`src/rtl/bus_ctrl_if.sv`:
```
// Bus bundle between the CPU port, the memory-map decoder and the peripheral slots.
// master: the bus_ctrl sequencer. slave: the CPU, decoder and modules around it.
interface bus_ctrl_if #(
   parameter int unsigned NMOD = 12
);
   logic                   cpu_req;
   logic                   cpu_we;
   logic [31:0]            cpu_addr;
   logic [31:0]            cpu_wdata;
   logic [31:0]            cpu_rdata;
   logic                   cpu_ack;
   logic                   cpu_err;
   logic                   stall;
   logic [31:0]            mm_addr;
   logic [7:0]             mm_mod;
   logic [31:0]            mm_eff_addr;
   logic [NMOD-1:0]        mod_sel;
   logic                   mod_we;
   logic [31:0]            mod_addr;
   logic [31:0]            mod_wdata;
   logic [NMOD*32-1:0]     mod_rdata;
   logic [NMOD-1:0]        mod_ready;

   modport master (
      input  cpu_req, cpu_we, cpu_addr, cpu_wdata, mm_mod, mm_eff_addr, mod_rdata, mod_ready,
      output cpu_rdata, cpu_ack, cpu_err, stall, mm_addr, mod_sel, mod_we, mod_addr, mod_wdata
   );

   modport slave (
      output cpu_req, cpu_we, cpu_addr, cpu_wdata, mm_mod, mm_eff_addr, mod_rdata, mod_ready,
      input  cpu_rdata, cpu_ack, cpu_err, stall, mm_addr, mod_sel, mod_we, mod_addr, mod_wdata
   );
endinterface

```
`src/rtl/bus_ctrl.sv`:
```
// Bus sequencer: latches a CPU request, decodes it through the memory map, drives the
// addressed module slot and returns data/ack (or a bus error) to the CPU.
module bus_ctrl #(
   parameter int unsigned NMOD    = 12,
   parameter int unsigned TIMEOUT = 255
) (
   input  logic         clk,
   input  logic         rst,
   bus_ctrl_if.master   bus
);

   localparam int unsigned IdW = (NMOD > 1) ? $clog2(NMOD) : 1;

   typedef enum logic [2:0] {StIdle, StDecode, StWait, StDone, StErr} state_e;

   state_e            state_q, state_d;
   logic [31:0]       addr_q, addr_d;
   logic              we_q, we_d;
   logic [31:0]       wdata_q, wdata_d;
   logic [IdW-1:0]    mod_id_q, mod_id_d;
   logic [NMOD-1:0]   mod_sel_q, mod_sel_d;
   logic              mod_we_q, mod_we_d;
   logic [31:0]       mod_addr_q, mod_addr_d;
   logic [31:0]       mod_wdata_q, mod_wdata_d;
   logic [31:0]       rdata_q, rdata_d;
   logic [7:0]        cnt_q, cnt_d;

   logic              dec_err;
   logic              sel_ready;
   logic [31:0]       sel_rdata;

   // Decode fault: misaligned, slot out of range, or decoder fell through to its default.
   assign dec_err = (addr_q[1:0] != 2'b00) ||
                    (bus.mm_mod >= 8'(NMOD)) ||
                    ((bus.mm_mod == 8'd0) && (addr_q[31:20] != 12'h000));

   // Pick ready and read data of the latched slot only; other slots are ignored.
   always_comb begin
      sel_ready = 1'b0;
      sel_rdata = 32'h0;
      for (int i = 0; i < int'(NMOD); i++) begin
         if (mod_id_q == IdW'(i)) begin
            sel_ready = bus.mod_ready[i];
            sel_rdata = bus.mod_rdata[32*i +: 32];
         end
      end
   end

   // Next-state and datapath updates.
   always_comb begin
      state_d     = state_q;
      addr_d      = addr_q;
      we_d        = we_q;
      wdata_d     = wdata_q;
      mod_id_d    = mod_id_q;
      mod_sel_d   = mod_sel_q;
      mod_we_d    = mod_we_q;
      mod_addr_d  = mod_addr_q;
      mod_wdata_d = mod_wdata_q;
      rdata_d     = rdata_q;
      cnt_d       = cnt_q;
      unique case (state_q)
         StIdle: begin
            cnt_d = 8'd0;
            if (bus.cpu_req) begin
               addr_d  = bus.cpu_addr;
               we_d    = bus.cpu_we;
               wdata_d = bus.cpu_wdata;
               state_d = StDecode;
            end
         end
         StDecode: begin
            mod_id_d   = bus.mm_mod[IdW-1:0];
            mod_addr_d = bus.mm_eff_addr;
            if (dec_err) begin
               rdata_d = 32'h0;
               state_d = StErr;
            end else begin
               mod_sel_d   = NMOD'(1) << bus.mm_mod[IdW-1:0];
               mod_we_d    = we_q;
               mod_wdata_d = wdata_q;
               state_d     = StWait;
            end
         end
         StWait: begin
            if (sel_ready) begin
               if (!we_q) begin
                  rdata_d = sel_rdata;
               end
               mod_sel_d = '0;
               mod_we_d  = 1'b0;
               state_d   = StDone;
            end else begin
               cnt_d = cnt_q + 8'd1;
               if (cnt_d == 8'(TIMEOUT)) begin
                  mod_sel_d = '0;
                  mod_we_d  = 1'b0;
                  rdata_d   = 32'h0;
                  state_d   = StErr;
               end
            end
         end
         StDone: begin
            cnt_d   = 8'd0;
            state_d = StIdle;
         end
         StErr: begin
            cnt_d   = 8'd0;
            state_d = StIdle;
         end
         default: state_d = StIdle;
      endcase
   end

   // State and datapath registers; reset drops every select immediately.
   always_ff @(posedge clk or negedge rst) begin
      if (!rst) begin
         state_q     <= StIdle;
         addr_q      <= 32'h0;
         we_q        <= 1'b0;
         wdata_q     <= 32'h0;
         mod_id_q    <= '0;
         mod_sel_q   <= '0;
         mod_we_q    <= 1'b0;
         mod_addr_q  <= 32'h0;
         mod_wdata_q <= 32'h0;
         rdata_q     <= 32'h0;
         cnt_q       <= 8'd0;
      end else begin
         state_q     <= state_d;
         addr_q      <= addr_d;
         we_q        <= we_d;
         wdata_q     <= wdata_d;
         mod_id_q    <= mod_id_d;
         mod_sel_q   <= mod_sel_d;
         mod_we_q    <= mod_we_d;
         mod_addr_q  <= mod_addr_d;
         mod_wdata_q <= mod_wdata_d;
         rdata_q     <= rdata_d;
         cnt_q       <= cnt_d;
      end
   end

   assign bus.mm_addr   = addr_q;
   assign bus.mod_sel   = mod_sel_q;
   assign bus.mod_we    = mod_we_q;
   assign bus.mod_addr  = mod_addr_q;
   assign bus.mod_wdata = mod_wdata_q;
   assign bus.cpu_rdata = rdata_q;
   assign bus.cpu_ack   = (state_q == StDone) || (state_q == StErr);
   assign bus.cpu_err   = (state_q == StErr);
   // Stall is gated by reset so it falls together with the selects.
   assign bus.stall     = rst & ((state_q == StDecode) || (state_q == StWait) ||
                                 ((state_q == StIdle) && bus.cpu_req));

endmodule

```
`src/flat_wrapper.sv`:
```
// flat-port wrapper written by rule: the top's interface ports become plain ports
module bus_ctrl_flat 
#(
   parameter int unsigned NMOD    = 12,
   parameter int unsigned TIMEOUT = 255
)
  (clk, rst, bus_cpu_req, bus_cpu_we, bus_cpu_addr, bus_cpu_wdata, bus_mm_mod, bus_mm_eff_addr, bus_mod_rdata, bus_mod_ready, bus_cpu_rdata, bus_cpu_ack, bus_cpu_err, bus_stall, bus_mm_addr, bus_mod_sel, bus_mod_we, bus_mod_addr, bus_mod_wdata);
  bus_ctrl_if #(.NMOD(NMOD)) bus_i ();
  input  logic clk;
  input  logic rst;
  input wire logic [$bits(bus_i.cpu_req)-1:0] bus_cpu_req;
  input wire logic [$bits(bus_i.cpu_we)-1:0] bus_cpu_we;
  input wire logic [$bits(bus_i.cpu_addr)-1:0] bus_cpu_addr;
  input wire logic [$bits(bus_i.cpu_wdata)-1:0] bus_cpu_wdata;
  input wire logic [$bits(bus_i.mm_mod)-1:0] bus_mm_mod;
  input wire logic [$bits(bus_i.mm_eff_addr)-1:0] bus_mm_eff_addr;
  input wire logic [$bits(bus_i.mod_rdata)-1:0] bus_mod_rdata;
  input wire logic [$bits(bus_i.mod_ready)-1:0] bus_mod_ready;
  output wire logic [$bits(bus_i.cpu_rdata)-1:0] bus_cpu_rdata;
  output wire logic [$bits(bus_i.cpu_ack)-1:0] bus_cpu_ack;
  output wire logic [$bits(bus_i.cpu_err)-1:0] bus_cpu_err;
  output wire logic [$bits(bus_i.stall)-1:0] bus_stall;
  output wire logic [$bits(bus_i.mm_addr)-1:0] bus_mm_addr;
  output wire logic [$bits(bus_i.mod_sel)-1:0] bus_mod_sel;
  output wire logic [$bits(bus_i.mod_we)-1:0] bus_mod_we;
  output wire logic [$bits(bus_i.mod_addr)-1:0] bus_mod_addr;
  output wire logic [$bits(bus_i.mod_wdata)-1:0] bus_mod_wdata;
  assign bus_i.cpu_req = bus_cpu_req;
  assign bus_i.cpu_we = bus_cpu_we;
  assign bus_i.cpu_addr = bus_cpu_addr;
  assign bus_i.cpu_wdata = bus_cpu_wdata;
  assign bus_i.mm_mod = bus_mm_mod;
  assign bus_i.mm_eff_addr = bus_mm_eff_addr;
  assign bus_i.mod_rdata = bus_mod_rdata;
  assign bus_i.mod_ready = bus_mod_ready;
  assign bus_cpu_rdata = bus_i.cpu_rdata;
  assign bus_cpu_ack = bus_i.cpu_ack;
  assign bus_cpu_err = bus_i.cpu_err;
  assign bus_stall = bus_i.stall;
  assign bus_mm_addr = bus_i.mm_addr;
  assign bus_mod_sel = bus_i.mod_sel;
  assign bus_mod_we = bus_i.mod_we;
  assign bus_mod_addr = bus_i.mod_addr;
  assign bus_mod_wdata = bus_i.mod_wdata;
  bus_ctrl #(.NMOD(NMOD), .TIMEOUT(TIMEOUT)) u_core (.clk(clk), .rst(rst), .bus(bus_i));
endmodule
```
`config.mk`:
```
export PLATFORM = sky130hd
export DESIGN_NAME = bus_ctrl_flat
export DESIGN_NICKNAME = d
export VERILOG_FILES = /design/src/rtl/bus_ctrl_if.sv /design/src/rtl/bus_ctrl.sv /design/src/flat_wrapper.sv
export SDC_FILE = /design/constraint.sdc
export NUM_CORES = 1
export LEC_CHECK = 0
export CORE_AREA = 10 10 243 245
export CTS_CLUSTER_SIZE = 8
export DETAILED_ROUTE_END_ITERATION = 10
export DIE_AREA = 0 0 253 255
export SYNTH_ARGS = -nofsm -noshare
export SYNTH_HDL_FRONTEND = slang
export SYNTH_SLANG_ARGS = --single-unit
export TNS_END_PERCENT = 1
```
`constraint.sdc`:
```
create_clock -name clk -period 3.2 [get_ports clk]
set_input_delay 0.48 -clock clk [delete_from_list [all_inputs] [get_ports clk]]
set_output_delay 0.48 -clock clk [all_outputs]
set_load 0.01 [all_outputs]
```
==> impl_metrics.ini <==
[global_routing]
grt_pass1_wl_um = 90700
antenna_found_initial = 19
grtUsageTotal_pct = 19.4
grt_max_degree = 96
grt_pass1_vias = 12082
gr-total-overflow = 0

[synthesis]
synth_area_mm2 = 0.0110
synth_cell_type_count = 65
synth_edf_count = 0
async_flop_share_pct = 100
syn_avg_cell_area_um2 = 10.9
synth_cells = 1012
ys.flop_type = dfrtp_1
yosys_warnings = 0
yosysSeqAreaShare_pct = 43.0
syn_nets = 1518
ys_ff_latch = 189

[timing]
fin_ws_ns = 0.207
fin_crit_sh_pct = 93.5
rsz0062_at_grt = no
slew_violations = 0
slew_headroom_pct = 38.7
fin_setup_tns_ns = 0
whs_ns = 0.207
period_needed_ns = 2.99
worst_pin_slew_ns = 0.919
max_freq_mhz = 334
setup_viol = 0
finalHoldViolCount = 0
clock_skew_ns = 0.0138

[final_layout]
drive_gt1_share_pct = 17.0
syn2layout_area_growth_pct = 73.1
nNetsFinal = 2136
nFillCells = 5469
final-instance-count-excl-fill = 2361

[setup_path]
arrival_ns = 2.51
critPathCaptureType = output pin
setup.worst_path.class = register to output pin
critPathLaunchType = register
slowest_stage = clkdlybuf4s50_1
crit_required_ns = 2.72
reg2reg_setup_slack_ns = 0.44
crit_buf_inv = 1
slowest_delay_ns = 0.61
worstPathMaxFanout = 10
cpLargestDelayFamily = simple AND/OR/NAND/NOR gates
worstPathCellList = nand2b_1, nor2_1, o31a_1, clkdlybuf4s50_1

[detailed_routing]
dr.pass1.iters = 5
via_count = 11354
drcViolationCount = 0
wl_um = 65100
viasPerCell = 4.81
drt_iter0_markers = 888
wl_per_cell_um = 27.6
antenna_violating_nets_post_route = 0

[run_status]
status = finished clean

[pwr]
p_sw_mw = 5.68
p_leak_nw = 7.37
powerDensity_mw_per_mm2 = 713
peakVddDrop_mv = 0.461
clock_power_share_pct = 17.1
p_sw_share_pct = 41.9
share_seq_of_total_power_pct = 26.5
p_int_mw = 7.89
pwr-share-comb_pct = 56.4

[worst_hold_path]
hold_class = input port to async pin

[floorplan]
die_w_um = 253
start_util_pct = 20.2
die_h_um = 255
die-area_mm2 = 0.0645
ios = 648
coreArea_mm2 = 0.0544
rows = 86

[clocking]
insertion_delay_ns = 0.46
cts-buffers-inserted = 17
htree_levels = 4
clock-root-buffer = clkbuf_16
clk_pin_slew_ns = 0.08
ctsHoldBuffers = 0
cts_resized = 0
cts_tree = yes
cts.path.max_buffers = 2
post_cts_buffers = 0
clock-sinks = 189

[placement]
dp_slack_ns = 0.205
dp.cells = 2315
hpwlAfterDp_um = 52700
gp_congestion = 0.931
port_buffers = 647

[job]
maxCapViolations = 0
-- area by class of cell --
class                      instances  area, um2  area share [%]
multi-input combinational        727       5850            30.8
timing repair buffer             689       6860            36.0
sequential                       189       4740            24.9
antenna                           14       35.0           0.184
inverter                           6       22.5           0.118
tap                              704        881            4.63
clock buffer                      17        425            2.24
clock inverter                    15        211            1.11
-- sequential cells by signal, summed over array words and instances, names as in the netlist, 4 cells and up --
register	cells
u_core.bus.mod_sel	12
u_core.mod_id_q	4
u_core.bus.mm_addr	32
u_core.cnt_q	8
u_core.wdata_q	32
u_core.bus.mod_addr	32
u_core.bus.cpu_rdata	32
u_core.bus.mod_wdata	32
-- logic make-up (layout without fill, tap and decap cells) --
group / after synthesis / after routing / synth area share (%)
compound gates: 295 / 295 / 18.0
mux: 225 / 225 / 26.0
simple gates: 203 / 203 / 8.67
flops: 189 / 189 / 43.0
buf+inv: 96 / 727 / 3.96
fa+ha+maj: 2 / 2 / 0.228
xor+xnor: 2 / 2 / 0.159
other cells: 0 / 14 / 0
-- power by group through the flow --
stage | clock, mW | combinational (mW) | sequential [mW]
floorplan | 0 | 4.06 | 3.65
global placement | 0 | 7.60 | 3.61
detailed placement | 0 | 7.63 | 3.64
CTS | 2.42 | 7.67 | 3.61
global route | 2.50 | 8.18 | 3.70
finish | 2.33 | 7.64 | 3.59
-- layout by cell type (no fill, tap or decap), types with 3 or more instances in the layout --
master,Yosys,final
clkinv_8,0,7
nor2b_1,4,4
o211ai_1,5,5
mux4_2,33,33
o21ai_0,86,86
nand2b_1,7,7
a211o_1,7,7
buf_12,0,5
mux2_2,154,154
o22ai_1,25,25
buf_4,4,37
a211oi_1,3,3
nor2_1,65,64
nand3_1,15,15
a221oi_1,25,25
mux2i_1,38,38
nor3_1,13,12
a31oi_1,8,8
a21oi_1,51,51
clkdlybuf4s50_1,0,646
inv_1,5,5
and2_1,5,4
o2bb2ai_1,18,18
or3_1,5,4
a22o_1,23,23
nand2_1,62,62
dfrtp_1,189,187
diode_2,0,14
a22oi_1,16,16
clkbuf_16,0,17
inv_6,0,4
and3_1,3,3
nor4_1,8,8
a21o_1,4,4
-- per-layer routing --
layer	track usage, %	part of all wire [%]	vias up
met4	6.13	1.9	6
li1	-	-	5085
met5	0	0.045	-
met1	22.4	38	5619
met2	32.8	50	595
met3	6.99	10	49
-- per-stage QoR --
| step | power (mW) | instance area (um2) | utilization (%) |
|---|---|---|---|
| floorplan | 7.71 | 11000 | - |
| global placement | 11.2 | 18400 | 33.7 |
| detailed placement | 11.3 | 18400 | 33.7 |
| CTS | 13.7 | 19000 | 34.9 |
| global route | 14.4 | 19000 | 34.9 |
| finish | 13.6 | 19000 | 34.9 |
-- cells in the mapped netlist, drive strengths merged (4+ instances only) --
library cell / n / area [um2]
dfrtp: 189 / 4730
mux2: 154 / 1730
o21ai: 88 / 440
nor2: 67 / 262
nand2: 62 / 233
clkbuf: 53 / 199
a21oi: 51 / 255
mux2i: 38 / 380
buf: 37 / 214
mux4: 33 / 743
a221oi: 26 / 245
o22ai: 26 / 176
a22o: 23 / 201
o2bb2ai: 18 / 158
a22oi: 16 / 120
nand3: 15 / 75.1
nor3: 14 / 75.1
a31oi: 8 / 50.1
nor4: 8 / 50.1
a211o: 7 / 61.3
nand2b: 7 / 43.8
and2: 6 / 37.5
inv: 6 / 22.5
nor2b: 6 / 52.6
o211ai: 5 / 37.5
or3: 5 / 31.3
a21o: 4 / 30.0
-- final timing paths --
path                                          start                        to  depth (start not counted)
max                               u_core.state_q[1]                 bus_stall                          4
min                                             rst     u_core.bus.mod_sel[0]                          2
max reg2reg                      u_core.mod_id_q[3]  u_core.bus.cpu_rdata[16]                          7
min reg2reg                u_core.bus.cpu_rdata[31]  u_core.bus.cpu_rdata[31]                          1
max in group asynchronous                       rst  u_core.bus.cpu_rdata[13]                          2
min in group clk           u_core.bus.cpu_rdata[31]  u_core.bus.cpu_rdata[31]                          1
(Power assumes the default switching activity.)
